**config.mk**
```make
export PLATFORM = sky130hd
export DESIGN_NAME = pc_sequencer
export DESIGN_NICKNAME = d
export VERILOG_FILES = /design/src/rtl/pc_sequencer.sv
export SDC_FILE = /design/constraint.sdc
export NUM_CORES = 1
export LEC_CHECK = 0
export CORE_MARGIN = 1
export CORE_UTILIZATION = 50
export DETAILED_ROUTE_END_ITERATION = 10
export PLACE_DENSITY = 0.88
export RECOVER_POWER = 50
export SETUP_SLACK_MARGIN = 0.5
export SYNTH_ARGS = -nofsm -noshare
export SYNTH_HDL_FRONTEND = slang
export SYNTH_SLANG_ARGS = --single-unit
```
**constraint.sdc**
```tcl
create_clock -name i_clk -period 5 [get_ports i_clk]
set_input_delay 1.25 -clock i_clk [delete_from_list [all_inputs] [get_ports i_clk]]
set_output_delay 1.25 -clock i_clk [all_outputs]
set_load 0.05 [all_outputs]
```
**src/rtl/pc_sequencer.sv**
```systemverilog
// pc_sequencer: program-counter register and instruction-fetch sequencer.
//
// Picks the next PC from the execute-stage PC-source select and drives the
// instruction-memory request handshake. It also holds the mepc trap-return
// register. A redirect that arrives while the fetch cannot advance is kept in
// a one-entry pending buffer until the next accepted fetch. Once a trap target
// is in the buffer, later redirects cannot replace it.
//
// Optional feature macro: PCSEQ_MISALIGN_TRAP_EN
//   defined   : a branch/jalr target with bit 1 set traps to i_mtvec, loads mepc
//               from i_excPC and pulses o_misaligned together with o_flush.
//   undefined : branch/jalr target bits [1:0] are forced to 00 and
//               o_misaligned stays 0.
//
// Ports:
//   i_clk, i_rst_n      clock (rising edge), asynchronous active-low reset
//   i_PCSrc             00 PC+4, 01 branch, 10 exception/mret, 11 jalr
//   i_exception/i_mret  qualify i_PCSrc=10 (exception has priority)
//   i_branchTarget      branch target address
//   i_jalrTarget        raw jalr sum; bit 0 is cleared here
//   i_mtvec, i_excPC    trap vector base, PC of the faulting instruction
//   i_stall             hold the PC
//   i_imemReady         imem accepts the current request
//   o_imemReq, o_pc     fetch request and fetch address
//   o_pcPlus4           o_pc + 4, modulo 2^XLEN
//   o_mepc              trap return address
//   o_flush             one-cycle pulse after a redirect is applied
//   o_misaligned        one-cycle pulse on a misaligned-target trap
module pc_sequencer #(
  parameter int unsigned     XLEN     = 32,
  parameter logic [XLEN-1:0] RESET_PC = '0
) (
  input  logic            i_clk,
  input  logic            i_rst_n,
  input  logic [1:0]      i_PCSrc,
  input  logic            i_exception,
  input  logic            i_mret,
  input  logic [XLEN-1:0] i_branchTarget,
  input  logic [XLEN-1:0] i_jalrTarget,
  input  logic [XLEN-1:0] i_mtvec,
  input  logic [XLEN-1:0] i_excPC,
  input  logic            i_stall,
  input  logic            i_imemReady,
  output logic            o_imemReq,
  output logic [XLEN-1:0] o_pc,
  output logic [XLEN-1:0] o_pcPlus4,
  output logic [XLEN-1:0] o_mepc,
  output logic            o_flush,
  output logic            o_misaligned
);

  typedef enum logic [1:0] {StBoot, StRun, StWait} state_e;

  state_e          state_q, state_d;
  logic [XLEN-1:0] pc_q, pc_d;
  logic [XLEN-1:0] mepc_q, mepc_d;
  logic [XLEN-1:0] buf_tgt_q, buf_tgt_d;
  logic            buf_vld_q, buf_vld_d;
  logic            buf_trap_q, buf_trap_d;
  logic            buf_mis_q, buf_mis_d;
  logic            flush_q, flush_d;
  logic            mis_q, mis_d;

  logic [XLEN-1:0] pc_plus4;
  logic            advance;
  logic            req_redir, req_trap, req_mis;
  logic [XLEN-1:0] req_tgt;

  assign pc_plus4 = pc_q + XLEN'(32'd4);
  // The request is accepted in both RUN and WAIT. That lets WAIT move the PC
  // in the same cycle that ready comes back.
  assign advance  = (state_q != StBoot) && i_imemReady && !i_stall;

  // Decode the redirect requested in this cycle.
  always_comb begin
    req_redir = 1'b0;
    req_trap  = 1'b0;
    req_mis   = 1'b0;
    req_tgt   = pc_plus4;
    unique case (i_PCSrc)
      2'b01: begin
        req_redir = 1'b1;
        req_tgt   = i_branchTarget;
      end
      2'b10: begin
        if (i_exception) begin
          req_redir = 1'b1;
          req_trap  = 1'b1;
          req_tgt   = i_mtvec;
        end else if (i_mret) begin
          req_redir = 1'b1;
          req_tgt   = mepc_q;
        end
      end
      2'b11: begin
        req_redir = 1'b1;
        req_tgt   = {i_jalrTarget[XLEN-1:1], 1'b0};
      end
      default: ;
    endcase
    // Alignment applies only to branch and jalr targets (PCSrc 01 and 11).
    if (i_PCSrc[0]) begin
`ifdef PCSEQ_MISALIGN_TRAP_EN
      if (req_tgt[1]) begin
        req_trap = 1'b1;
        req_mis  = 1'b1;
        req_tgt  = i_mtvec;
      end
`else
      req_tgt[1:0] = 2'b00;
`endif
    end
  end

  // Next-state logic.
  always_comb begin
    state_d    = state_q;
    pc_d       = pc_q;
    mepc_d     = mepc_q;
    buf_tgt_d  = buf_tgt_q;
    buf_vld_d  = buf_vld_q;
    buf_trap_d = buf_trap_q;
    buf_mis_d  = buf_mis_q;
    flush_d    = 1'b0;
    mis_d      = 1'b0;

    unique case (state_q)
      StBoot:  state_d = StRun;
      StRun:   state_d = i_imemReady ? StRun : StWait;
      StWait:  state_d = i_imemReady ? StRun : StWait;
      default: state_d = StBoot;
    endcase

    if (advance) begin
      if (buf_vld_q) begin
        // A pending redirect wins over this cycle's select.
        pc_d       = buf_tgt_q;
        flush_d    = 1'b1;
        mis_d      = buf_mis_q;
        buf_vld_d  = 1'b0;
        buf_trap_d = 1'b0;
        buf_mis_d  = 1'b0;
      end else if (req_redir) begin
        pc_d    = req_tgt;
        flush_d = 1'b1;
        mis_d   = req_mis;
        if (req_trap) mepc_d = i_excPC;
      end else begin
        pc_d = pc_plus4;
      end
    end else if (req_redir && !(buf_vld_q && buf_trap_q)) begin
      // Capture or overwrite. A buffered trap target cannot be replaced.
      buf_vld_d  = 1'b1;
      buf_tgt_d  = req_tgt;
      buf_trap_d = req_trap;
      buf_mis_d  = req_mis;
      if (req_trap) mepc_d = i_excPC;
    end
  end

  always_ff @(posedge i_clk or negedge i_rst_n) begin
    if (!i_rst_n) begin
      state_q    <= StBoot;
      pc_q       <= RESET_PC;
      mepc_q     <= '0;
      buf_tgt_q  <= '0;
      buf_vld_q  <= 1'b0;
      buf_trap_q <= 1'b0;
      buf_mis_q  <= 1'b0;
      flush_q    <= 1'b0;
      mis_q      <= 1'b0;
    end else begin
      state_q    <= state_d;
      pc_q       <= pc_d;
      mepc_q     <= mepc_d;
      buf_tgt_q  <= buf_tgt_d;
      buf_vld_q  <= buf_vld_d;
      buf_trap_q <= buf_trap_d;
      buf_mis_q  <= buf_mis_d;
      flush_q    <= flush_d;
      mis_q      <= mis_d;
    end
  end

  assign o_imemReq    = (state_q != StBoot);
  assign o_pc         = pc_q;
  assign o_pcPlus4    = pc_plus4;
  assign o_mepc       = mepc_q;
  assign o_flush      = flush_q;
  // mis_q can only be set when the misaligned-trap feature is built in.
  assign o_misaligned = mis_q;

endmodule

```
; ---- After elaboration in Yosys (flattened, before gate mapping)
; Index checks and enable logic that the tools add are counted.
[word_totals]
regBits = 103
latchBits = 0
ram_bits = 0
mem_bits_ro = 0
output_inout_bits = 99
elab_cells = 63
mem_count = 0
[classes]
n_addsub = 1
multipliers = 0
div_mod_pow = 0
order_cmp = 0
n_eq_ne = 8
n_shift = 0
n_mux = 30
n_bitwise = 1
n_reduce_logical = 14
[ops]
columns = operator, n
row1 = $mux 32, 9
row2 = $pmux 32 s3, 1
row3 = $add 32x3->32 const B, 1
row4 = $mux 1, 16
row5 = $eq 2x2->1 const B, 3
row6 = $eq 2x1->1 const B, 2
row7 = $logic_and 1x1->1, 4
row8 = $mux 2, 2
row9 = $ne 2x2->1 const B, 2
row10 = $pmux 2 s2, 1
row11 = $reduce_and 2->1, 2
row12 = $reduce_bool 2->1, 2
row13 = $reduce_or 2->1, 2
row14 = $reduce_and 3->1, 1
row15 = $logic_not 1->1, 2
row16 = $logic_not 2->1, 1
row17 = $ne 2x1->1 const B, 1
row18 = $pmux 1 s2, 1
row19 = $not 1->1, 1

; ---- Longest topological paths before layout
; Gate-level depths: netlist of run 1.
[logic_depth]
depth_word = 7
depth_mapped = 10
ltp_nobuf = 7

; ---- Worst setup path before layout of run 1
; No wires, ideal clock.
[synth_path]
path_type = register to output
from = reg pc_q[2] (netlist: o_pc[2])
to = out o_pcPlus4[24]
arrival_time_ns = 3.010
required_time_ns = 3.750
path_slack_ns = 0.740
stages_incl_launch_ff = 7
n_path_buf = 1
cell_sequence = dfrtp_1 -> ha_1 -> nand4_4 -> or4_4 -> buf_6 -> or2_2 -> xnor2_1
[synth_between]
elab_chain_cells = 1
[synth_rtl]
columns = element, line
row1 = from (decl), 55  ; logic [XLEN-1:0] pc_q, pc_d;
row2 = from (signal assigned), 174  ; pc_q <= pc_d;
row3 = $add 32x3->32, 69  ; assign pc_plus4 = pc_q + XLEN'(32'd4);
row4 = to (decl), 46  ; output logic [XLEN-1:0] o_pcPlus4,
; No other way between the ends.

; ---- Worst setup path after layout of run 1
[layout_path]
from = reg pc_q[2] (netlist: o_pc[2])
to = out o_pcPlus4[23]
; The elaborated chain is that of the path after synthesis.

==> flow_summary.json, run 1 <==
{
  "htree_levels": 3,
  "nNetsFinal": 1098,
  "clk_pin_slew_ps": 80,
  "endpoint_kind": "output pin",
  "synth_ff_type": "dfrtp_1",
  "synth_area_per_cell_sq_um": 8.69,
  "reg2reg_to": "o_pc[18]",
  "clk_latency_ps": 360,
  "synth_cells": 769,
  "std_cell_rows": 41,
  "crit_slowest_cell": "or4_1",
  "stdcell_count": 1135,
  "numCtsBuffers": 9,
  "wirelength_microns": 24200,
  "hold_violations": 0,
  "min_period_over_period_pct": 88.5,
  "post_cts_buffers": 0,
  "mostFrequentLayoutCell": "clkdlybuf4s50_1",
  "first_global_vias": 7226,
  "vias_per_cell": 6.39,
  "postPlaceCellArea_sq_um": 8980,
  "dp.cells": 1120,
  "synth_edf_count": 0,
  "layout_common_cells": "clkdlybuf4s50_1, dfrtp_1, nand2_1",
  "worst-setup-path-type": "reg -> out",
  "cts.sinks": 101,
  "cts_hold_buffers": 0,
  "setup_viol": 0,
  "worst_setup_path_start_kind": "register",
  "grt.total_usage_pct": 35.4,
  "cts_buffer_depth": 2,
  "yosys.area.top_type_share_pct": 37.8,
  "gp_congestion": 0.918,
  "ys_top_cells_by_area": "dfrtp_1, mux2_2, o21ai_0",
  "grt_pass1_wl_microns": 38400,
  "ys_types": 74,
  "cpPeakStageDelay_ps": 610,
  "initial_core_util_pct": 52.1,
  "min_path_type": "reg -> reg",
  "leakagePower_uw": 0.00369,
  "drc": 0,
  "areaGrowthSynthToFinish_pct": 39.1,
  "yosys_warnings": 0,
  "setup_tns_ps": 0,
  "cp-startpoint": "o_pc[2]",
  "cts_root_buf": "clkbuf_16",
  "cts_tree": "done",
  "powerDensity_nw_per_um2": 639,
  "rr_worst_depth": 6,
  "fin_skew_ps": 13.0,
  "grt_setup_unrepaired": "no",
  "violations": "capacitance limit, slew limit",
  "cp_max_fo": 9,
  "drv_cap": 1,
  "regToRegSetupSlack_ps": 2240,
  "drive_gt1_share_pct": 9.66,
  "final_area_sq_um": 9290,
  "top_level_ports": 235,
  "port_buffers": 229,
  "antennaDiodeCount": 0,
  "core-area_sq_um": 12800,
  "grt_overflow": 0,
  "dieArea_sq_um": 13800,
  "maxSlewHeadroom_pct": -36.6,
  "status": "finished, violations left",
  "maxSlewViolCount": 81,
  "worstPathCellList": "nand2_1 -> or4_1 -> buf_4 -> nor3_1 -> xor2_1 -> dlygate4sd2_1",
  "r2r-start": "o_pc[2]",
  "synth_nets": 908,
  "antenna_left": 0,
  "peakVddDrop_v": 0.000499,
  "endpoint": "o_pcPlus4[23]",
  "wl_per_cell_microns": 21.3,
  "worstMarginPinSlew_ps": 2050,
  "grt_max_degree": 81,
  "vias": 7251,
  "syn_area_sq_um": 6680,
  "worstPathArrival_ps": 3180,
  "finalCriticalPeriod_ps": 4430,
  "ys_seq_area_share_pct": 37.8,
  "first_iter_violations": 794,
  "synth_async_sr_flop_share_pct": 100,
  "chipHeight_microns": 118,
  "required_ps": 3750,
  "dpl.hpwl_microns": 17300,
  "antenna_found_initial": 1,
  "yosysTopAreaCell": "dfrtp_1",
  "ys_ff_latch": 101,
  "die_w_microns": 118,
  "first_pass_iters": 6,
  "max_freq_mhz": 226
}
registers in the layout (all words and copies together) (netlist names):
| signal | count |
|---|---|
| buf_vld_q | 1 |
| o_flush | 1 |
| state_q | 2 |
| o_mepc | 32 |
| buf_tgt_q | 32 |
| buf_trap_q | 1 |
| o_pc | 32 |
power by group:
part	leakage, uW	internal, uW	total, uW	switching, uW
Combinational	0.00236	1190	3540	2350
Clock	0.000149	415	737	322
Sequential	0.00118	1200	1660	459
cells in the mapped netlist (14+ instances only):
master    count
dfrtp_1     101
nand2_1      77
nor2_1       72
o21ai_0      59
clkbuf_1     46
a21oi_1      38
mux2_2       37
a221oi_1     20
nand3_1      20
xnor2_1      16
inv_1        15
nor3_1       14
area by class of cell:
type,instances,area (sq um)
multi-input cells,581,3740
fillers,967,3530
flip-flops and latches,101,2530
repair buffers,251,2450
clock buffers,12,256
well taps,172,215
inverters,15,56.3
clock inverters,3,43.8
kinds of logic (layout without fill, tap and decap cells):
group	count (synthesis)	count (layout)	synth area share, %
buffers and inverters	87	281	6.52
and+or+nand+nor	273	273	20.4
muxes	41	41	6.84
adders and majority gates	3	3	0.562
xor gates and xnor gates	23	23	3.02
AOI/OAI and AO/OA	240	240	24.8
other	1	1	0.0561
DFF	101	101	37.8
metal layers:
| metal | GRT usage, % | vias up | part of all wire (%) |
|---|---|---|---|
| met3 | 10.5 | 82 | 11 |
| li1 | - | 3253 | - |
| met5 | 0 | - | 0.054 |
| met4 | 17.2 | 2 | 3.8 |
| met1 | 44.9 | 3461 | 39 |
| met2 | 55.3 | 453 | 46 |
worst min-delay path by stage:
stage	from	endpoint	slack, ps	cells past startpoint
after floorplan	buf_tgt_q[13]	buf_tgt_q[13]	440	2
after global placement	buf_tgt_q[1]	buf_tgt_q[1]	450	1
after detailed placement	buf_tgt_q[13]	buf_tgt_q[13]	450	2
after CTS	buf_tgt_q[13]	buf_tgt_q[13]	470	2
after global routing	buf_tgt_q[13]	buf_tgt_q[13]	490	2
final	buf_tgt_q[13]	buf_tgt_q[13]	480	2
critical path: cells and delay by family, from the launching register on:
family / cells / cell delay, ps
xor+xnor: 1 / 180
simple gates: 3 / 1290
buf+inv: 2 / 770
flops: 1 / 570
per-stage QoR:
| stage | worst slack [ps] | utilization, % | power [uW] | hold WS [ps] |
|---|---|---|---|---|
| floorplan | 740 | - | 4000 | 437 |
| global placement | 733 | 70.0 | 5190 | 454 |
| detailed placement | 717 | 70.0 | 5250 | 454 |
| CTS | 523 | 72.3 | 5980 | 470 |
| global route | 499 | 72.4 | 6200 | 494 |
| finish | 574 | 72.4 | 5940 | 475 |
repair_timing:
| action | CTS | global route |
|---|---|---|
| hold endpoints to repair | 0 | 0 |
| resized for setup | 5 | 7 |
| setup endpoints to repair | 5 | 7 |
Power figures use the tool's default switching activity.
==> run 2: changes to the inputs <==
--- a/config.mk
+++ b/config.mk
@@ -5,6 +5,7 @@
 export SDC_FILE = /design/constraint.sdc
 export NUM_CORES = 1
 export LEC_CHECK = 0
+export CORE_ASPECT_RATIO = 1.75
 export CORE_MARGIN = 1
 export CORE_UTILIZATION = 50
 export DETAILED_ROUTE_END_ITERATION = 10
==> run 2 against run 1 <==
The run still ends with capacitance limit, slew limit left; clock skew down 2.8 ps; register-to-register slack better by 30 ps; non-clock buffer count grew 3; clock-buffer cell count decreased by 3; sequential power hardly changed; worst setup slack gained 90 ps; flip-flop and latch count stayed put; core utilization decreased by 0.65 points; critical endpoint is now o_pcPlus4[24]; largest cell class unchanged; largest power group unchanged.
==> flow_summary.json, run 2 (synthesis gave the netlist of run 1 again) <==
{
  "status": "finished, violations left",
  "violations": "capacitance limit, slew limit",
  "areaGrowthSynthToFinish_pct": 39.8,
  "grt.total_usage_pct": 36.4,
  "min_from": "buf_tgt_q[13]",
  "worst-setup-path-type": "reg -> out",
  "max_freq_mhz": 231,
  "swShare_pct": 52.9,
  "cp-startpoint": "o_pc[2]",
  "hold_ws_ps": 479,
  "grt_pass1_wl_microns": 37800,
  "wirelength_microns": 24000,
  "antennaDiodeCount": 0,
  "dpl.hpwl_microns": 17200,
  "r2r-start": "o_pc[2]",
  "vias_per_cell": 6.31,
  "dp_worst_setup_slack_ps": 754,
  "initial_core_util_pct": 51.4,
  "p_sw_uw": 3140,
  "p_seq_share_pct": 28.3,
  "maxSlewViolCount": 104,
  "worstMarginPinSlew_ps": 1910,
  "grt_setup_unrepaired": "no",
  "drive_gt1_share_pct": 10.1,
  "clk_latency_ps": 360,
  "clk_pin_slew_ps": 70,
  "multi_input_area_sq_um": 3740,
  "maxSlewHeadroom_pct": -27.0,
  "setup_viol": 0,
  "leakagePower_uw": 0.00375,
  "nNetsFinal": 1101,
  "drv_cap": 2,
  "gp_congestion": 0.925,
  "min_period_over_period_pct": 86.7,
  "p_int_uw": 2800,
  "numCtsBuffers": 9,
  "min_path_type": "reg -> reg",
  "first_pass_iters": 5,
  "grt_max_degree": 75,
  "first_iter_violations": 561,
  "top_level_ports": 235,
  "worstPathArrival_ps": 3090,
  "post_cts_buffers": 0,
  "power_uw": 5940,
  "port_buffers": 229,
  "cts_tree": "done",
  "powerDensity_nw_per_um2": 637,
  "p_comb_share_pct": 59.4,
  "peakVddDrop_v": 0.000450,
  "drc": 0,
  "wl_per_cell_microns": 21.1,
  "setup_tns_ps": 0,
  "cts_root_buf": "clkbuf_16",
  "hold_violations": 0,
  "stdcell_count": 1138,
  "antenna_left": 0,
  "finalCriticalPeriod_ps": 4340,
  "htree_levels": 3,
  "power_frac_clock_pct": 12.4,
  "vias": 7182,
  "std_cell_rows": 55,
  "cts_buffer_depth": 2,
  "dp.cells": 1122,
  "core-area_sq_um": 13000,
  "dieArea_sq_um": 13800,
  "mostFrequentLayoutCell": "clkdlybuf4s50_1",
  "endpoint_kind": "output pin",
  "die_w_microns": 89.4,
  "antenna_found_initial": 0,
  "cts.sinks": 101,
  "layout_common_cells": "clkdlybuf4s50_1, dfrtp_1, nand2_1",
  "worst_setup_path_start_kind": "register",
  "fin_skew_ps": 10.2,
  "finalWorstSetupSlack_ps": 665,
  "cp_max_fo": 9,
  "first_global_vias": 7053,
  "register_area_sq_um": 2530,
  "chipHeight_microns": 155,
  "grt_overflow": 0,
  "required_ps": 3750,
  "fill_cells": 997
}
-- run 2: power groups by stage --
stage | Combinational [uW] | Sequential [uW] | Clock [uW]
2_1_floorplan | 1630 | 2370 | 0
3_3_place_gp | 3530 | 1670 | 0
3_5_place_dp | 3570 | 1680 | 0
4_1_cts | 3590 | 1680 | 739
5_1_grt | 3720 | 1740 | 772
6_report | 3530 | 1680 | 736
-- run 2: metal layers --
layer	share of wire (%)	wire, microns	track usage, %	up-vias
met5	0	0	0	-
met2	50	11900	58.7	413
met1	36	8680	44.1	3408
li1	-	-	-	3260
met4	6.8	1640	23.7	0
met3	7.5	1810	5.73	101
-- run 2: final cells by class --
class	instances	area share [%]
Clock inverter	7	0.884
Timing Repair Buffer	254	26.7
Sequential cell	101	27.1
Tap cell	171	2.29
Inverter	15	0.603
Clock buffer	9	2.41
Multi-Input combinational cell	581	40.0
-- run 2: metrics by stage --
step	utilization (%)	instance area (sq um)
2_1_floorplan	-	6680
3_3_place_gp	69.2	9000
3_5_place_dp	69.2	9000
4_1_cts	71.6	9320
5_1_grt	71.8	9340
6_report	71.8	9340
-- run 2: final timing paths --
kind	end	slack, ps	cells past startpoint
max in group asynchronous	o_mepc[16]	1350	2
hold reg to reg	buf_tgt_q[13]	480	2
min in group asynchronous	o_mepc[1]	1410	1
setup reg to reg	o_pc[18]	2270	6
hold / removal	buf_tgt_q[13]	480	2
setup / recovery	o_pcPlus4[24]	660	6
-- run 2: timing repair --
action | 4_1_cts | 5_1_grt
hold buffers | 0 | 0
gates resized for setup | 2 | 11
setup endpoints to repair | 2 | 11
pin swaps | 0 | 0
-- run 2: critical path, cell delays in order, from the launching register on --
cell	delay, ps
dfrtp_1	540
ha_1	320
nand4_4	200
or4_4	660
or2_2	350
xnor2_1	130
dlygate4sd2_1	530
